**config.mk**
```make
export PLATFORM = sky130hd
export DESIGN_NAME = coax_spi_host_flat
export DESIGN_NICKNAME = d
export VERILOG_FILES = /design/src/rtl/coax_spi_host_if.sv /design/src/rtl/coax_spi_host.sv /design/src/flat_wrapper.sv
export SDC_FILE = /design/constraint.sdc
export NUM_CORES = 1
export LEC_CHECK = 0
export ABC_AREA = 1
export BUFFER_PORTS_ARGS = -buffer_cell sky130_fd_sc_hd__buf_2
export CAP_MARGIN = 20
export CORE_MARGIN = 4
export CORE_UTILIZATION = 45
export CTS_BUF_LIST = sky130_fd_sc_hd__clkbuf_16
export CTS_CLUSTER_DIAMETER = 80
export DETAILED_ROUTE_END_ITERATION = 8
export GPL_TIMING_DRIVEN = 0
export HOLD_SLACK_MARGIN = 0.05
export PLACE_DENSITY = 0.65
export REMOVE_ABC_BUFFERS = 1
export SLEW_MARGIN = 10
export SYNTH_ARGS = -nofsm -noshare
export SYNTH_HDL_FRONTEND = slang
export SYNTH_SLANG_ARGS = --single-unit
```
**constraint.sdc**
```tcl
create_clock -name clk -period 1.45 [get_ports clk]
set_input_delay 0 -clock clk [delete_from_list [all_inputs] [get_ports clk]]
set_output_delay 0 -clock clk [all_outputs]
set_load 0.01 [all_outputs]
```
**src/rtl/coax_spi_host_if.sv**
```systemverilog
// Byte-stream port of the SPI host: transmit bytes with frame markers in, received bytes out.
interface coax_spi_host_if;
    logic [7:0] tx_data;
    logic       tx_last;
    logic       tx_valid;
    logic       tx_ready;
    logic [7:0] rx_data;
    logic       rx_strobe;

    // Upstream byte source / sink.
    modport master (
        output tx_data, tx_last, tx_valid,
        input  tx_ready, rx_data, rx_strobe
    );

    // The SPI host itself.
    modport slave (
        input  tx_data, tx_last, tx_valid,
        output tx_ready, rx_data, rx_strobe
    );
endinterface

```
**src/rtl/coax_spi_host.sv**
```systemverilog
// Mode-0 SPI host: turns a framed byte stream into CS-bracketed SPI transfers
// and returns the byte clocked back from the device for each byte sent.
module coax_spi_host #(
    parameter int unsigned CLOCKS_PER_HALF_SCK = 2,
    parameter int unsigned CS_SETUP_CLOCKS     = 2,
    parameter int unsigned CS_HOLD_CLOCKS      = 2,
    parameter int unsigned CS_IDLE_CLOCKS      = 4
) (
    input  logic             clk,
    input  logic             reset,
    output logic             spi_sck,
    output logic             spi_cs,
    output logic             spi_sdo,
    input  logic             spi_sdi,
    output logic             busy,
    coax_spi_host_if.slave   strm
);

    localparam int unsigned MAX_AB = (CLOCKS_PER_HALF_SCK > CS_SETUP_CLOCKS) ? CLOCKS_PER_HALF_SCK : CS_SETUP_CLOCKS;
    localparam int unsigned MAX_CD = (CS_HOLD_CLOCKS > CS_IDLE_CLOCKS) ? CS_HOLD_CLOCKS : CS_IDLE_CLOCKS;
    localparam int unsigned MAX_P  = (MAX_AB > MAX_CD) ? MAX_AB : MAX_CD;
    localparam int unsigned CNT_W  = $clog2(MAX_P + 1);

    localparam logic [CNT_W-1:0] HALF_END  = CNT_W'(CLOCKS_PER_HALF_SCK - 1);
    localparam logic [CNT_W-1:0] SETUP_END = CNT_W'(CS_SETUP_CLOCKS - 1);
    localparam logic [CNT_W-1:0] HOLD_END  = CNT_W'(CS_HOLD_CLOCKS - 1);
    localparam logic [CNT_W-1:0] GAP_END   = CNT_W'(CS_IDLE_CLOCKS - 1);

    typedef enum logic [2:0] {
        IDLE,
        SETUP,
        SHIFT_LOW,
        SHIFT_HIGH,
        BYTE_WAIT,
        HOLD,
        GAP
    } state_t;

    state_t           state_q, state_d;
    logic [CNT_W-1:0] cnt_q, cnt_d;
    logic [2:0]       bit_q, bit_d;
    logic [7:0]       tx_sh_q, tx_sh_d;
    logic [7:0]       rx_sh_q, rx_sh_d;
    logic             last_q, last_d;
    logic             sck_q, sck_d;
    logic             cs_q, cs_d;
    logic             sdo_q, sdo_d;
    logic             tx_ready_q, tx_ready_d;
    logic [7:0]       rx_data_q, rx_data_d;
    logic             rx_strobe_q, rx_strobe_d;
    logic             busy_q, busy_d;
    logic             accept;

    assign accept = strm.tx_valid && tx_ready_q;

    // State and output registers; everything returns to idle values on reset.
    always_ff @(posedge clk or negedge reset) begin
        if (!reset) begin
            state_q     <= IDLE;
            cnt_q       <= '0;
            bit_q       <= '0;
            tx_sh_q     <= '0;
            rx_sh_q     <= '0;
            last_q      <= 1'b0;
            sck_q       <= 1'b0;
            cs_q        <= 1'b1;
            sdo_q       <= 1'b0;
            tx_ready_q  <= 1'b0;
            rx_data_q   <= '0;
            rx_strobe_q <= 1'b0;
            busy_q      <= 1'b0;
        end else begin
            state_q     <= state_d;
            cnt_q       <= cnt_d;
            bit_q       <= bit_d;
            tx_sh_q     <= tx_sh_d;
            rx_sh_q     <= rx_sh_d;
            last_q      <= last_d;
            sck_q       <= sck_d;
            cs_q        <= cs_d;
            sdo_q       <= sdo_d;
            tx_ready_q  <= tx_ready_d;
            rx_data_q   <= rx_data_d;
            rx_strobe_q <= rx_strobe_d;
            busy_q      <= busy_d;
        end
    end

    // Next-state and next-output logic for the frame sequencer.
    always_comb begin
        state_d     = state_q;
        cnt_d       = cnt_q;
        bit_d       = bit_q;
        tx_sh_d     = tx_sh_q;
        rx_sh_d     = rx_sh_q;
        last_d      = last_q;
        sck_d       = sck_q;
        cs_d        = cs_q;
        sdo_d       = sdo_q;
        rx_data_d   = rx_data_q;
        rx_strobe_d = 1'b0;

        unique case (state_q)
            IDLE: begin
                if (accept) begin
                    tx_sh_d = strm.tx_data;
                    last_d  = strm.tx_last;
                    sdo_d   = strm.tx_data[7];
                    cs_d    = 1'b0;
                    cnt_d   = '0;
                    bit_d   = '0;
                    state_d = SETUP;
                end
            end
            SETUP: begin
                if (cnt_q == SETUP_END) begin
                    cnt_d   = '0;
                    state_d = SHIFT_LOW;
                end else begin
                    cnt_d = cnt_q + CNT_W'(1);
                end
            end
            SHIFT_LOW: begin
                // Rising edge: capture the device bit.
                if (cnt_q == HALF_END) begin
                    cnt_d   = '0;
                    sck_d   = 1'b1;
                    rx_sh_d = {rx_sh_q[6:0], spi_sdi};
                    state_d = SHIFT_HIGH;
                end else begin
                    cnt_d = cnt_q + CNT_W'(1);
                end
            end
            SHIFT_HIGH: begin
                // Falling edge: advance sdo, or close the byte after bit 0.
                if (cnt_q == HALF_END) begin
                    cnt_d = '0;
                    sck_d = 1'b0;
                    if (bit_q == 3'd7) begin
                        bit_d       = '0;
                        rx_data_d   = rx_sh_q;
                        rx_strobe_d = 1'b1;
                        state_d     = last_q ? HOLD : BYTE_WAIT;
                    end else begin
                        bit_d   = bit_q + 3'd1;
                        sdo_d   = tx_sh_q[6];
                        tx_sh_d = {tx_sh_q[6:0], 1'b0};
                        state_d = SHIFT_LOW;
                    end
                end else begin
                    cnt_d = cnt_q + CNT_W'(1);
                end
            end
            BYTE_WAIT: begin
                if (accept) begin
                    tx_sh_d = strm.tx_data;
                    last_d  = strm.tx_last;
                    sdo_d   = strm.tx_data[7];
                    cnt_d   = '0;
                    state_d = SHIFT_LOW;
                end
            end
            HOLD: begin
                if (cnt_q == HOLD_END) begin
                    cnt_d   = '0;
                    cs_d    = 1'b1;
                    sdo_d   = 1'b0;
                    state_d = GAP;
                end else begin
                    cnt_d = cnt_q + CNT_W'(1);
                end
            end
            GAP: begin
                if (cnt_q == GAP_END) begin
                    cnt_d   = '0;
                    state_d = IDLE;
                end else begin
                    cnt_d = cnt_q + CNT_W'(1);
                end
            end
            default: begin
                state_d = IDLE;
            end
        endcase

        tx_ready_d = (state_d == IDLE) || (state_d == BYTE_WAIT);
        busy_d     = (state_d != IDLE);
    end

    assign spi_sck        = sck_q;
    assign spi_cs         = cs_q;
    assign spi_sdo        = sdo_q;
    assign busy           = busy_q;
    assign strm.tx_ready  = tx_ready_q;
    assign strm.rx_data   = rx_data_q;
    assign strm.rx_strobe = rx_strobe_q;

endmodule
```
**src/flat_wrapper.sv**
```systemverilog
// flat-port wrapper written by rule: the top's interface ports become plain ports
module coax_spi_host_flat 
#(
    parameter int unsigned CLOCKS_PER_HALF_SCK = 2,
    parameter int unsigned CS_SETUP_CLOCKS     = 2,
    parameter int unsigned CS_HOLD_CLOCKS      = 2,
    parameter int unsigned CS_IDLE_CLOCKS      = 4
)
  (clk, reset, spi_sck, spi_cs, spi_sdo, spi_sdi, busy, strm_tx_data, strm_tx_last, strm_tx_valid, strm_tx_ready, strm_rx_data, strm_rx_strobe);
  coax_spi_host_if strm_i ();
  input  logic clk;
  input  logic reset;
  output logic spi_sck;
  output logic spi_cs;
  output logic spi_sdo;
  input  logic spi_sdi;
  output logic busy;
  input wire logic [$bits(strm_i.tx_data)-1:0] strm_tx_data;
  input wire logic [$bits(strm_i.tx_last)-1:0] strm_tx_last;
  input wire logic [$bits(strm_i.tx_valid)-1:0] strm_tx_valid;
  output wire logic [$bits(strm_i.tx_ready)-1:0] strm_tx_ready;
  output wire logic [$bits(strm_i.rx_data)-1:0] strm_rx_data;
  output wire logic [$bits(strm_i.rx_strobe)-1:0] strm_rx_strobe;
  assign strm_i.tx_data = strm_tx_data;
  assign strm_i.tx_last = strm_tx_last;
  assign strm_i.tx_valid = strm_tx_valid;
  assign strm_tx_ready = strm_i.tx_ready;
  assign strm_rx_data = strm_i.rx_data;
  assign strm_rx_strobe = strm_i.rx_strobe;
  coax_spi_host #(.CLOCKS_PER_HALF_SCK(CLOCKS_PER_HALF_SCK), .CS_SETUP_CLOCKS(CS_SETUP_CLOCKS), .CS_HOLD_CLOCKS(CS_HOLD_CLOCKS), .CS_IDLE_CLOCKS(CS_IDLE_CLOCKS)) u_core (.clk(clk), .reset(reset), .spi_sck(spi_sck), .spi_cs(spi_cs), .spi_sdo(spi_sdo), .spi_sdi(spi_sdi), .busy(busy), .strm(strm_i));
endmodule
```
==> summary.txt <==
Outcome
  • Status: completed

Final layout
  • Storage cell area: 981 um^2
  • Footprint of the multi-input gates: 913 um^2
  • Post-layout nets: 300
  • Final Cell Area: 2560 um^2
  • Share of post-route cells with drive strength above 1: 0.330
  • Area growth from synthesis to layout: 33.0%
  • Ant diodes: 0
  • Filler instances: 363

Drt
  • DRT antenna net count: 0
  • Pre-antenna DRT Iters: 4
  • Initial drt markers: 69
  • Post-DR vias/cell: 4.90
  • Remaining DRCs: 0
  • Via count: 1627
  • WL final: 4080 um
  • WL per Instance: 12.3 um

Synthesis
  • Synth Area in Adders: 0.0390
  • Synth Register Bits: 39
  • Post-synth ARST share: 1.00
  • Cell area after synthesis: 1920 um^2
  • XOR/XNOR Fraction of Synth Area: 0
  • Main synth FF type: dfrtp_1
  • Synth area leader: dfrtp_1
  • Largest cells by area after synthesis: dfrtp_1 (49%), nand2_1 (17%), inv_1 (4.9%), nand3_1 (4.2%), ha_1 (3.9%)
  • Most frequent cell after synthesis: nand2_1
  • Top-area cell type share of the netlist area: 0.494
  • Synth warn: 0
  • Synth Area in Compound Gates: 0.0885
  • Largest family of logic cells by synthesized area: simple AND/OR/NAND/NOR gates
  • Post-synthesis cell type count: 23
  • Post-synthesis mux area share: 0
  • Post-Syn Instances: 231
  • Simple-gate share of the synthesized area: 0.295
  • Number of flops mapped to enable cells by yosys: 0
  • Synth cell count leaders: nand2_1 (89), dfrtp_1 (38), inv_1 (25)
  • Sequential share of the synthesized area: 0.508
  • Syn Area/Cell: 8.33 um^2

Placement
  • Port Buffer Count: 26
  • Detail Placement HPWL: 2620 um
  • Cell Area, Placed: 2080 um^2
  • GP Congestion: 0.794

Timing
  • Final Hold Viols: 0
  • Max Slew Vio Count: 0
  • Setup-failing EPs final: 0
  • Final min period: 1.44 ns
  • Max Freq: 694 MHz
  • Clk_skew: 0.00326 ns
  • Slew at the pin with the worst max-slew slack: 0.848 ns
  • Tcrit/Tclk final: 0.993
  • Final Hold Slack: 0.182 ns
  • Slew headroom: 0.435
  • RSZ-0062 raised after global routing: yes

Clocking
  • H-tree Lvls: 2
  • Clock Tree Buf Depth: 2
  • # clock sinks: 39
  • Clock latency on the worst-skew pair: 0.28 ns
  • CTS tree: done
  • Clock-pin slew on the worst setup and hold paths: 0.06 ns
  • CTS Root Cell: clkbuf_16
  • CTS Buf Count: 5

Global routing
  • All-Layer GR Usage: 0.172
  • Initial antenna violation count: 0
  • Largest net degree at the start of global routing: 40
  • Total global routing overflow: 0
  • Global-route wire length before repair: 7170 um
  • Number of global-route vias before repair: 1624

Run
  • Max cap viols: 0

Worst setup path
  • Start of the worst register-to-register path: u_core.bit_q[1]
  • Critical Path Fanout Max: 3
  • Crit Reg-Reg Endpoint: u_core.busy
  • Crit Path Class: reg -> reg
  • Arrival @ worst endpoint: 1.60 ns
  • Flop2flop setup slack: 0.01 ns
  • Worst Reg-to-Reg Cells: 9
  • Setup crit end kind: flop
  • CP Data Required Time: 1.61 ns
  • Crit path launch: u_core.bit_q[1]
  • Setup crit start kind: flop

Floorplanning
  • Die width: 73.4 um
  • # IOs: 27
  • FP Rows: 23
  • Core ar.: 4060 um^2
  • Die Height: 73.4 um
  • Die area: 5380 um^2
  • Starting density of the core: 0.474

Pwr
  • Max VDD drop: 1050 uV
  • Power density over the cells: 1950 nW/um^2
  • Static leakage power: 1.34 nW
  • Clock power frac: 0.220
  • Sequential cell fraction of total power: 0.341
  • Design internal power: 2.93 mW
  • P_sw: 2.05 mW
  • Sw Share: 0.411
  • Combinational share of power: 0.439

Worst hold path
  • Hold depth: 4
  • Hold path startpoint: strm_tx_valid
  • Worst Hold End: u_core.last_q
  • Hold Crit Class: in -> reg
## cell families (layout without fill, tap and decap cells)
group | Yosys count | count (layout)
AO/OA/AOI/OAI | 27 | 27
adder cells (fa/ha/maj) | 6 | 6
buffers and inverters | 31 | 82
flip-flops | 39 | 39
AND/OR/NAND/NOR | 128 | 128
## worst max-delay path: stages (launching register included)
cell and delay (ns):
dfrtp_1 0.39, ha_2 0.21, ha_4 0.17, buf_4 0.13
nand2_2 0.06, inv_2 0.04, nor2_2 0.10, a21oi_2 0.04
nor2_1 0.09, nand3_1 0.08
## how the worst max path moves through the flow
stage	endpoint	slack (ns)	cells past startpoint
6_report	u_core.busy	0.01	9
5_1_grt	u_core.strm.tx_ready	-0.15	8
4_1_cts	u_core.tx_sh_q[6]	0.006	9
3_5_place_dp	u_core.tx_sh_q[1]	-0.31	7
3_3_place_gp	u_core.tx_sh_q[1]	-0.29	7
2_1_floorplan	u_core.tx_sh_q[1]	0.02	7
## final cells by class
class,count,area share
timing repair buffer,47,0.136
clock buffer,5,0.0489
inverter,27,0.0406
sequential,39,0.384
clock inverter,3,0.00930
tap,50,0.0245
multi-input combinational,161,0.357
## registers in the layout, summed over array words and instances, names as in the netlist, 3 cells and up
register             flops
u_core.bit_q             3
u_core.state_q           3
u_core.rx_sh_q           8
u_core.strm.rx_data      8
u_core.cnt_q             3
u_core.tx_sh_q           7
## layout by cell type, fill, tap and decap left out, types with 4 or more instances in the layout
master,instances
o21ai_2,7
o21ai_0,12
nand3_1,15
inv_1,21
nand2_1,80
buf_4,6
nor2_4,6
buf_2,26
clkbuf_16,5
nor2_1,5
dfrtp_1,35
nand2_4,4
nor2_2,5
dlygate4sd3_1,11
inv_2,5
nand2_2,9
## per-stage QoR
step           std cells  worst slack, ns  TNS, ns  total power [mW]   util
4_1_cts              326          0.00604        0              4.72  0.599
3_5_place_dp         303           -0.312    -3.75              3.44  0.513
5_1_grt              332           -0.149   -0.781              5.42  0.630
3_3_place_gp         303           -0.290    -3.45              3.40  0.513
6_report             332          0.00975        0              4.98  0.630
2_1_floorplan        227           0.0240        0              2.99      -
## metal layers
| metal | routed length (um) | global-route usage | vias to the layer above |
|---|---|---|---|
| li1 | - | - | 825 |
| met1 | 1860 | 0.219 | 769 |
| met2 | 1970 | 0.280 | 24 |
| met3 | 186 | 0.0506 | 9 |
| met4 | 59 | 0.0604 | 0 |
| met5 | 0 | 0 | - |
## power by group through the flow
| stage | Combinational, mW | Sequential (mW) | Clock [mW] |
|---|---|---|---|
| after floorplan | 1.35 | 1.65 | 0 |
| after global placement | 1.75 | 1.65 | 0 |
| after detailed placement | 1.78 | 1.67 | 0 |
| after CTS | 1.93 | 1.67 | 1.13 |
| after global routing | 2.50 | 1.75 | 1.18 |
| final | 2.18 | 1.70 | 1.10 |
## timing repair
action | 4_1_cts | 5_1_grt
endpoints found under the hold margin | 48 | 0
pin swaps | 1 | 16
setup buffers | 4 | 6
gates resized for setup | 11 | 29
cloned | 0 | 0
setup endpoints to repair | 26 | 34
hold buffers | 11 | 0
Power figures use the tool's default switching activity.
